--- src/rtl/branch_resolve_unit.sv ---
// ============================================================================
// Module   : branch_resolve_unit
// Purpose  : EXE-stage branch resolver; drives fetch redirect, predictor
//            update and a fixed-length wrong-path flush.
// Options  : BRU_PERF_COUNTERS_EN adds saturating event counters.
// Revision : 1.0 - initial release
// ============================================================================
`default_nettype none

module branch_resolve_unit #(
  parameter int XLEN         = 64,
  parameter int FLUSH_CYCLES = 2
) (
  input  logic            clk,
  input  logic            reset,
  input  logic            valid_E,
  input  logic            stall_E,
  input  logic            is_branch_E,
  input  logic            is_jal_E,
  input  logic [2:0]      funct3_E,
  input  logic [XLEN-1:0] rs1_val_E,
  input  logic [XLEN-1:0] rs2_val_E,
  input  logic [XLEN-1:0] pc_E,
  input  logic [XLEN-1:0] imm_E,
  input  logic            pred_taken_E,
  input  logic [XLEN-1:0] pred_target_E,
  output logic            PCSrc_E,
  output logic [XLEN-1:0] PC_Target_E,
  output logic            branch_resolved,
  output logic            actual_taken,
  output logic [XLEN-1:0] branch_pc,
  output logic [XLEN-1:0] branch_target_resolved,
  output logic            flush_DE,
  output logic            busy_flush
`ifdef BRU_PERF_COUNTERS_EN
  ,
  output logic [31:0]     br_count,
  output logic [31:0]     mispred_count,
  output logic [31:0]     flush_cycle_count
`endif
);

  localparam logic [2:0] c_flush_load = 3'(FLUSH_CYCLES - 1);

  typedef enum logic [0:0] {
    S_IDLE  = 1'b0,
    S_FLUSH = 1'b1
  } state_t;

  state_t          r_state;
  logic [2:0]      r_cnt;
  logic            r_done;

  logic            w_cond;
  logic            w_f3_ok;
  logic            w_elig;
  logic            w_taken;
  logic            w_mispred;
  logic [XLEN-1:0] w_tgt;
  logic [XLEN-1:0] w_fall;

  assign w_tgt  = pc_E + imm_E;
  assign w_fall = pc_E + XLEN'(4);

  always_comb begin
    w_cond  = 1'b0;
    w_f3_ok = 1'b1;
    case (funct3_E)
      3'b000:  w_cond = (rs1_val_E == rs2_val_E);
      3'b001:  w_cond = (rs1_val_E != rs2_val_E);
      3'b100:  w_cond = ($signed(rs1_val_E) <  $signed(rs2_val_E));
      3'b101:  w_cond = ($signed(rs1_val_E) >= $signed(rs2_val_E));
      3'b110:  w_cond = (rs1_val_E <  rs2_val_E);
      3'b111:  w_cond = (rs1_val_E >= rs2_val_E);
      default: w_f3_ok = 1'b0;
    endcase
  end

  // Reset gates eligibility so every output is forced low while reset is held.
  assign w_elig = reset & valid_E & ((is_branch_E & w_f3_ok) | is_jal_E)
                & (r_state == S_IDLE) & ~r_done;

  assign w_taken   = is_jal_E | (is_branch_E & w_cond);
  assign w_mispred = w_elig & ((w_taken != pred_taken_E)
                   | (w_taken & pred_taken_E & (pred_target_E != w_tgt)));

  assign branch_resolved        = w_elig;
  assign actual_taken           = w_elig & w_taken;
  assign branch_pc              = w_elig ? pc_E : '0;
  assign branch_target_resolved = w_elig ? w_tgt : '0;
  assign PCSrc_E                = w_mispred;
  assign PC_Target_E            = w_mispred ? (w_taken ? w_tgt : w_fall) : '0;
  assign busy_flush             = (r_state == S_FLUSH);
  assign flush_DE               = w_mispred | busy_flush;

  // The mispredict cycle is the first flush cycle, so FLUSH lasts
  // FLUSH_CYCLES-1 cycles and leaves once the counter is about to reach 0.
  always_ff @(posedge clk or negedge reset) begin
    if (!reset) begin
      r_state <= S_IDLE;
      r_cnt   <= 3'd0;
      r_done  <= 1'b0;
    end else begin
      if (w_elig && stall_E)
        r_done <= 1'b1;
      else if (!stall_E)
        r_done <= 1'b0;

      case (r_state)
        S_IDLE: begin
          if (w_mispred && (FLUSH_CYCLES > 1)) begin
            r_state <= S_FLUSH;
            r_cnt   <= c_flush_load;
          end
        end
        S_FLUSH: begin
          r_cnt <= r_cnt - 3'd1;
          if (r_cnt <= 3'd1) begin
            r_state <= S_IDLE;
            r_cnt   <= 3'd0;
          end
        end
        default: begin
          r_state <= S_IDLE;
          r_cnt   <= 3'd0;
        end
      endcase
    end
  end

`ifdef BRU_PERF_COUNTERS_EN
  always_ff @(posedge clk or negedge reset) begin
    if (!reset) begin
      br_count          <= 32'd0;
      mispred_count     <= 32'd0;
      flush_cycle_count <= 32'd0;
    end else begin
      if (branch_resolved && (br_count != 32'hFFFF_FFFF))
        br_count <= br_count + 32'd1;
      if (PCSrc_E && (mispred_count != 32'hFFFF_FFFF))
        mispred_count <= mispred_count + 32'd1;
      if (flush_DE && (flush_cycle_count != 32'hFFFF_FFFF))
        flush_cycle_count <= flush_cycle_count + 32'd1;
    end
  end
`endif

endmodule

`default_nettype wire

--- config.mk ---
export PLATFORM = sky130hd
export DESIGN_NAME = branch_resolve_unit
export DESIGN_NICKNAME = d
export VERILOG_FILES = /design/src/rtl/branch_resolve_unit.sv
export SDC_FILE = /design/constraint.sdc
export NUM_CORES = 1
export LEC_CHECK = 0
export CORE_AREA = 10 10 209 211
export DETAILED_ROUTE_END_ITERATION = 10
export DIE_AREA = 0 0 219 221
export MAX_ROUTING_LAYER = met4
export PLACE_DENSITY = 0.61
export SYNTH_ARGS = -nofsm -noshare
export SYNTH_HDL_FRONTEND = slang
export SYNTH_SLANG_ARGS = --single-unit
export TNS_END_PERCENT = 10
--- constraint.sdc ---
create_clock -name clk -period 9.7 [get_ports clk]
set_clock_uncertainty 0.15 [all_clocks]
set_input_delay 1.94 -clock clk [delete_from_list [all_inputs] [get_ports clk]]
set_output_delay 1.94 -clock clk [all_outputs]
set_load 0.01 [all_outputs]
==> qor.csv <==
stage,metric,value,unit
status,status,finished with violations,
status,violations,negative setup slack,
sta,fin_crit,9.961,ns
layout,seq_area,125.1,µm²
sta,setup_viol,66,
synth,seq_area_frac_synth,1.074,%
critical_path,r2r-end,r_cnt[0],
floorplan,start_util,29.54,%
synth,synth.distinct_cells,87,
critical_path,critPathRequiredTime,7.61,ns
clock_tree,ctsLongestPathBuffers,2,
critical_path,rr_startpoint,busy_flush,
critical_path,worstPathMaxFanout,5,
drt,drc,0,
sta,drv_slew,0,
clock_tree,clk_pin_slew,0.04,ns
critical_path,critPathLaunchType,input port,
critical_path,r2r_cells,7,
clock_tree,cts_tree,built,
critical_path,critPathKind,in -> out,
synth,ys_async_sr_fraction,100.0,%
grt,grt_max_degree,99,
floorplan,core_area,39460,µm²
critical_path,cp.arrival,7.87,ns
synth,synth.avg_cell_area,6.772,µm²
sta,setup_ws,-0.2614,ns
synth,syn_area,11650,µm²
grt,globalRouteOverflowTotal,0,
synth,synth_warnings,0,
clock_tree,cts_buffers,3,
drt,vias_per_cell,5.615,
floorplan,die_h,221,µm
grt,grt_usage,28.46,%
layout,postLayoutCellArea,19190,µm²
floorplan,rows,73,
floorplan,pin_count,527,
layout,nFillCells,4046,
sta,hold_viol,0,
worst_hold_path,holdCritStartpoint,r_done,
drt,wl_per_cell,25.00,µm
drt,vias,16070,
critical_path,cpMaxStageDelayCell,or4_4,
drt,drt_iter0_markers,1205,
clock_tree,hold_buffers,0,
grt,first_global_vias,16360,
critical_path,rrSetupSlack,7.70,ns
floorplan,dieArea,48400,µm²
drt,drtAntennaViolNets,0,
sta,worst-slew-pin-transition,0.9133,ns
synth,synth_edf_count,0,
sta,fmax,0.1004,GHz
layout,drive_above_1_share,20.21,%
worst_hold_path,hold_class,reg -> reg,
synth,syn_inst,1721,
placed_design,dp_slack,-1.120,ns
synth,ys_seq_elements,5,
floorplan,dieWidth,219,µm
synth,ys.flop_type,dfrtp_1,
clock_tree,clock-root-buffer,clkbuf_16,
critical_path,end_kind,primary output,
power_and_ir_drop,peakVddDrop,0.04803,mV
layout,area_growth,64.68,%
power_and_ir_drop,leakage,0.007866,µW
critical_path,slowest_delay,0.54,ns
placed_design,io_buffer_count,526,
clock_tree,clk_latency,0.23,ns
sta,max-slew-margin-rel,38.47,%
placed_design,place_area,18370,µm²
power_and_ir_drop,powerDensity,68.76,nW/µm²
sta,grt_setup_unrepaired,true,
worst_hold_path,worstHoldPathCells,1,
grt,grt_pass1_wl,104500,µm
synth,synth_fp_nets,2182,
job,maxCapViolCount,0,
layout,multiInputGateArea,11630,µm²
clock_tree,clock_sinks,5,
sta,period_share,102.7,%
sta,finalSetupTns,-11.74,ns
clock_tree,htreeDepth,1,
placed_design,finalWeightedCongestion,1.026,
grt,antenna_found_initial,10,
worst_hold_path,hold_path_end,r_done,
drt,drtPass1Iterations,8,
layout,final_cell_mix,"clkdlybuf4s50_1, nor2_1, buf_4",
placed_design,hpwl,60130,µm
layout,mostFrequentLayoutCell,clkdlybuf4s50_1,
drt,drt-total-wl,71550,µm
layout,nets,2788,
Yosys cell counts, types with 10 or more instances:
| cell type | n | area [µm²] |
|---|---|---|
| nor2_1 | 162 | 608.1 |
| nand2_1 | 134 | 503.0 |
| ha_1 | 130 | 1627 |
| a21oi_1 | 114 | 570.6 |
| and2_1 | 108 | 675.7 |
| inv_1 | 92 | 345.3 |
| xnor2_1 | 91 | 797.0 |
| nand4_1 | 83 | 519.3 |
| a211oi_1 | 79 | 593.1 |
| o21ai_0 | 75 | 375.4 |
| xor2_1 | 67 | 586.8 |
| nand3_1 | 46 | 230.2 |
| buf_2 | 45 | 225.2 |
| mux2i_1 | 45 | 450.4 |
| clkbuf_1 | 44 | 165.2 |
| nor3_1 | 29 | 145.1 |
| mux2_2 | 25 | 281.5 |
| o21a_1 | 23 | 172.7 |
| and3_1 | 22 | 137.6 |
| nor4_1 | 21 | 131.4 |
| a21o_1 | 18 | 135.1 |
| o211ai_1 | 15 | 112.6 |
| nand2b_1 | 14 | 87.58 |
| o21ai_1 | 14 | 70.07 |
| a31oi_1 | 13 | 81.33 |
| and4_1 | 11 | 96.34 |
| nor2b_1 | 10 | 62.56 |
worst max-delay path by stage:
stage | slack (ns) | endpoint | cells past startpoint | start
2_1_floorplan | 0.01 | flush_DE | 25 | rs2_val_E[4]
3_3_place_gp | -1.09 | PC_Target_E[34] | 26 | rs2_val_E[45]
3_5_place_dp | -1.12 | PC_Target_E[34] | 26 | rs2_val_E[44]
4_1_cts | -0.14 | PC_Target_E[21] | 26 | rs1_val_E[45]
5_1_grt | -0.54 | PC_Target_E[34] | 27 | rs2_val_E[1]
6_report | -0.26 | PC_Target_E[32] | 27 | rs1_val_E[55]
stage by stage:
| step | instances | hold WS (ns) | util, % | power [µW] |
|---|---|---|---|---|
| finish | 2862 | 0.3345 | 48.64 | 1320 |
| global route | 2861 | 0.3583 | 48.64 | 1405 |
| CTS | 2853 | 0.3402 | 48.67 | 1294 |
| detailed placement | 2826 | 0.3322 | 46.54 | 1196 |
| global placement | 2826 | 0.3176 | 46.54 | 1191 |
| floorplan | 1721 | 0.3056 | - | 624.7 |
layout make-up:
| class | count | share of cell area, % |
|---|---|---|
| Antenna cell | 11 | 0.1434 |
| Tap cell | 525 | 3.422 |
| Inverter | 93 | 1.832 |
| Clock buffer | 3 | 0.3911 |
| Multi-Input combinational cell | 1525 | 60.61 |
| Clock inverter | 1 | 0.02608 |
| Timing Repair Buffer | 699 | 32.93 |
| Sequential cell | 5 | 0.6519 |
worst max-delay path: cells and delay by family:
kind                       cells  cell delay [ns]
adders and majority gates      2             0.52
buffers and inverters          8             1.25
and+or+nand+nor               10             2.97
AOI/OAI and AO/OA              7             1.17
registers in the layout, summed over array words and instances, names as in the netlist:
register / cells
r_cnt: 3
busy_flush: 1
r_done: 1
power breakdown:
group          internal (µW)  switching [µW]
Clock                   54.0            15.2
Combinational            552             675
Sequential              22.7            1.02
metal layers:
metal / share of wire, % / track usage [%] / vias to the layer above / routed length, µm
li1: - / - / 7604 / -
met1: 42 / 34.44 / 7705 / 30180
met2: 49 / 49.56 / 687 / 35260
met3: 6.5 / 3.738 / 74 / 4658
met4: 2.0 / 5.187 / 0 / 1451
met5: 0 / - / - / 0
kinds of logic after synthesis:
kind of cell,share of synthesized area [%]
AND/OR/NAND/NOR,30.72
AO/OA/AOI/OAI,27.06
buffers and inverters,6.892
XOR/XNOR,13.84
adder cells (fa/ha/maj),14.13
multiplexers,6.280
flip-flops,1.074
repair_timing:
action / CTS / global route
gates resized for setup: 629 / 60
pin swaps: 75 / 42
setup endpoints to repair: 66 / 66
setup buffers: 21 / 2
cloned: 4 / 0
No activity file was read; power rests on OpenSTA's default activity.
==> variant 1 (same settings) <==
Register the input `pred_target_E` before use. The logic sees it one clock later. The other inputs are not delayed to match.
--- a/src/rtl/branch_resolve_unit.sv
+++ b/src/rtl/branch_resolve_unit.sv
@@ -47,6 +47,12 @@
     S_FLUSH = 1'b1
   } state_t;
 
+  logic [XLEN-1:0] pred_target_E_q;
+
+  always_ff @(posedge clk) begin
+    pred_target_E_q <= pred_target_E;
+  end
+
   state_t          r_state;
   logic [2:0]      r_cnt;
   logic            r_done;
@@ -82,7 +88,7 @@
 
   assign w_taken   = is_jal_E | (is_branch_E & w_cond);
   assign w_mispred = w_elig & ((w_taken != pred_taken_E)
-                   | (w_taken & pred_taken_E & (pred_target_E != w_tgt)));
+                   | (w_taken & pred_taken_E & (pred_target_E_q != w_tgt)));
 
   assign branch_resolved        = w_elig;
   assign actual_taken           = w_elig & w_taken;
Formal check against the unedited RTL: not equivalent (Yosys sat finds a counterexample within 4 cycles, from zero or initial values and one cycle with reset low).
==> variant 1 against the unedited design <==
- sequential power grew to 14 times the old value
- routed wire length grew 12%
- synthesized area up 9.8%
- cell area is 7.8% higher
- sequential cell count increased by 64
- setup slack improved by 0.37 ns
- combinational power rose by 6%
- power grew 50%
- register-to-register slack lost 1.6 ns
- die area unchanged
- via count rose by 4.0%
- highest routed layer unchanged
==> variant 1: results (changes against the unedited design) <==
Post-Syn Area per Cell 7.18 µm² (+6.1%); Post-Layout Cell Count 2,895 (+1.2%); depth of the CTS H-tree 3 (+2); Worst R2R End busy_flush; Post-CTS Setup Inserts 4 (-81%); Synth cell types 84 (-3.4%); via count 16,710 (+4.0%); most frequent cells after synthesis nor2_1 (169), nand2_1 (149), ha_1 (130); sequential area share after synthesis 11.0% (+9.9 points); worst hold slack 0.334 ns (-0.000803 ns); Skew-Pair Late Insertion Delay 0.38 ns (+0.15 ns); gr usage total 31.4% (+3.0 points); synth top area cells ha_1 (13%), dfxtp_1 (10%), xor2_1 (5.7%), xnor2_1 (5.5%), a21oi_1 (5.0%); largest net degree at the start of global routing 67 (-32%); Crit path arrival time 7.50 ns (-0.37 ns); drt pass-1 iters 7 (-1); CP startpoint rs1_val_E[56]; worst r2r src pred_target_E_q[51]; PostCTS Resize Cnt 121 (-81%); multiplexer share of the synthesized area 5.70% (-0.58 points); vias in the first global route 16,134 (-1.4%); Syn Nets 2,243 (+2.8%); Starting DRT DRC Count 1,375 (+14%); slowest stage delay, CP 0.52 ns (-0.02 ns); post-synthesis xor/xnor area fraction 13.1% (-0.78 points); layout cells sized above 1 16.7% (-3.5 points); Post-Synth Adder-Cell Area 12.9% (-1.3 points); Inserted Clock Buffers 9 (+6); complex-gate fraction of the synthesized area 24.2% (-2.9 points); maximum clock rate 104 MHz (+3.9%); pre-CTS setup slack -0.455 ns (+0.665 ns); Critical-path top delay cell clkdlybuf4s50_1; mapped cell area 12,800 µm² (+9.8%); ys async rst share 7.25% (-93 points); Seq. pwr 321 µW (+1300%); worst-case register-to-register setup slack 6.09 ns (-1.61 ns); gpl congestion 0.964 (-6.0%); status finished, final reports clean; DP Wirelength 66.1 mm (+10%); Worst-path clk slew 0.07 ns (+0.03 ns); combinational gate power 1.30 mW (+6%); maximum vdd drop 0.000102 V (+110%)
variant 1: changes by cell type in the layout (fill, tap and decap cells not counted), sizes merged, moves of 34 or more:
cell	change
buf	-115
dlymetal6s2s	+74
dfxtp	+64
dlygate4sd2	-63
clkdlybuf4s50	+54
mux2i	-34
variant 1: cell type report:
cell class / instances / area share [%]
clock buffers: 9 / 1.09
diodes: 11 / 0.133
clock inverters: 7 / 0.357
well taps: 525 / 3.17
multi-input cells: 1518 / 55.4
flip-flops and latches: 69 / 6.80
inverters: 95 / 1.74
repair buffers: 661 / 31.3
variant 1: stage by stage:
step | total power, mW | area, µm²
after floorplan | 0.960 | 12800
after global placement | 1.55 | 19200
after detailed placement | 1.55 | 19200
after CTS | 1.92 | 19700
after global routing | 2.07 | 20700
final | 1.97 | 20700
variant 1: routing by layer:
metal	vias to the layer above	routed length, µm	GRT usage [%]
met1	8204	35600	40.9
met5	-	0	-
met3	53	4920	4.16
met4	0	1010	5.70
li1	7724	-	-
met2	729	38400	51.3
==> variant 2 (same flow settings) <==
Without the edit above. Set the parameter `XLEN` to 32 (it was 64).
--- a/src/rtl/branch_resolve_unit.sv
+++ b/src/rtl/branch_resolve_unit.sv
@@ -8,7 +8,7 @@
 `default_nettype none
 
 module branch_resolve_unit #(
-  parameter int XLEN         = 64,
+  parameter int XLEN         = 32,
   parameter int FLUSH_CYCLES = 2
 ) (
   input  logic            clk,
Interface: changed (8 resized); port bits go from 527 to 271. No check against the original RTL was run, so the function may have changed too.
==> variant 2 against the unedited design <==
- sequential cell count is the same
- routed wire length down 55%
- setup slack better by 0.52 ns
- synthesized cell count down 53%
- power is 46% lower
- cell area down 51%
- synthesized area is 51% lower
- global-route usage is 16 points lower
- critical path type unchanged
- largest cell class unchanged
==> variant 2: results (changes against the unedited design) <==
status finished, final reports clean; drt pass-1 iters 5 (-3); Seq. pwr 34.2 µW (+44%); met2 Use GR 22.7% (-27 points); switching pwr 352 µW (-49%); synth top area cells ha_1 (15%), xor2_1 (6.7%), and2_1 (6.6%), xnor2_1 (6.4%), nor2_1 (5.9%); total number of yosys warnings 0 (unchanged); Syn Nets 1,041 (-52%); first-pass GRT wire length 46.7 mm (-55%); Pleak 3.72 nW (-53%); metal2 WL 16.1 mm (-54%); worst hold stages 1 (unchanged); vias in the first global route 7,224 (-56%); Worst Setup EP PC_Target_E[16]; complex-gate fraction of the synthesized area 26.6% (-0.50 points); worst-case clock buffer depth 2 (unchanged); drt wl/cell 20.2 µm (-19%); worst-case register-to-register setup slack 7.42 ns (-0.28 ns); Hold Path End r_done; gpl congestion 0.894 (-13%); Crit path arrival time 7.35 ns (-0.52 ns); post-synthesis xor/xnor area fraction 15.5% (+1.6 points); gr usage total 12.8% (-16 points); relative slew slack 53.4% (+15 points); initial antenna violation count 6 (-4); Post-Synth Adder-Cell Area 14.9% (+0.79 points); total power 707 µW (-46%); met1 global-route usage 14.3% (-20 points); CP startpoint rs1_val_E[31]; PostCTS Resize Cnt 230 (-63%); Synth cell types 88 (+1.1%); clock group total power 67.6 µW (-2%); I/O Buffers 270 (-49%); maximum vdd drop 0.0000372 V (-23%); max reg flops 3 (unchanged); mapped cell area 5760 µm² (-51%); layout cells sized above 1 16.5% (-3.7 points); sequential area share after synthesis 2.17% (+1.1 points); met3 WL post-DR 2.79 mm (-40%); depth of the CTS H-tree 1 (unchanged); slowest stage delay, CP 0.45 ns (-0.09 ns); Skew-Pair Late Insertion Delay 0.23 ns (about the same); DP Wirelength 28.3 mm (-53%); Main synth FF type dfrtp_1; Starting DRT DRC Count 321 (-73%); Post-Route M1 WL 13.1 mm (-56%); crit path max fanout 8 (+3); multiplexer share of the synthesized area 2.00% (-4.3 points); Post-DP Area 9070 µm² (-51%); Nets 1,316 (-53%); Worst-path clk slew 0.03 ns; most frequent cells after synthesis nor2_1 (90), ha_1 (67), and2_1 (61); GR Layer Usage met3 3.56% (-0.18 points); worst-case reg-to-reg path depth 10 (+3); Post-CTS Setup Inserts 9 (-57%); via count 7,070 (-56%); Inserted Clock Buffers 3 (unchanged); Filler cells 4,401 (+8.8%); largest net degree at the start of global routing 52 (-47%)
-- variant 2: metrics by stage --
step | util, % | worst slack [ns] | hold WS (ns) | std cells | TNS, ns
6_report | 23.8 | 0.256 | 0.343 | 1608 | 0
4_1_cts | 23.6 | 0.0477 | 0.344 | 1601 | 0
3_5_place_dp | 23.0 | -0.937 | 0.336 | 1586 | -30.47
5_1_grt | 23.8 | -0.000244 | 0.370 | 1608 | -0.000244
2_1_floorplan | - | 0.0385 | 0.306 | 803 | 0
3_3_place_gp | 23.0 | -0.662 | 0.314 | 1586 | -21.65
-- variant 2: cell type report --
cell class	count	area share, %
Multi-Input combinational cell	710	58.4
Timing Repair Buffer	310	30.3
Tap cell	525	7.00
Inverter	48	1.97
Sequential cell	5	1.33
Clock buffer	3	0.800
Antenna cell	6	0.160
Clock inverter	1	0.0533
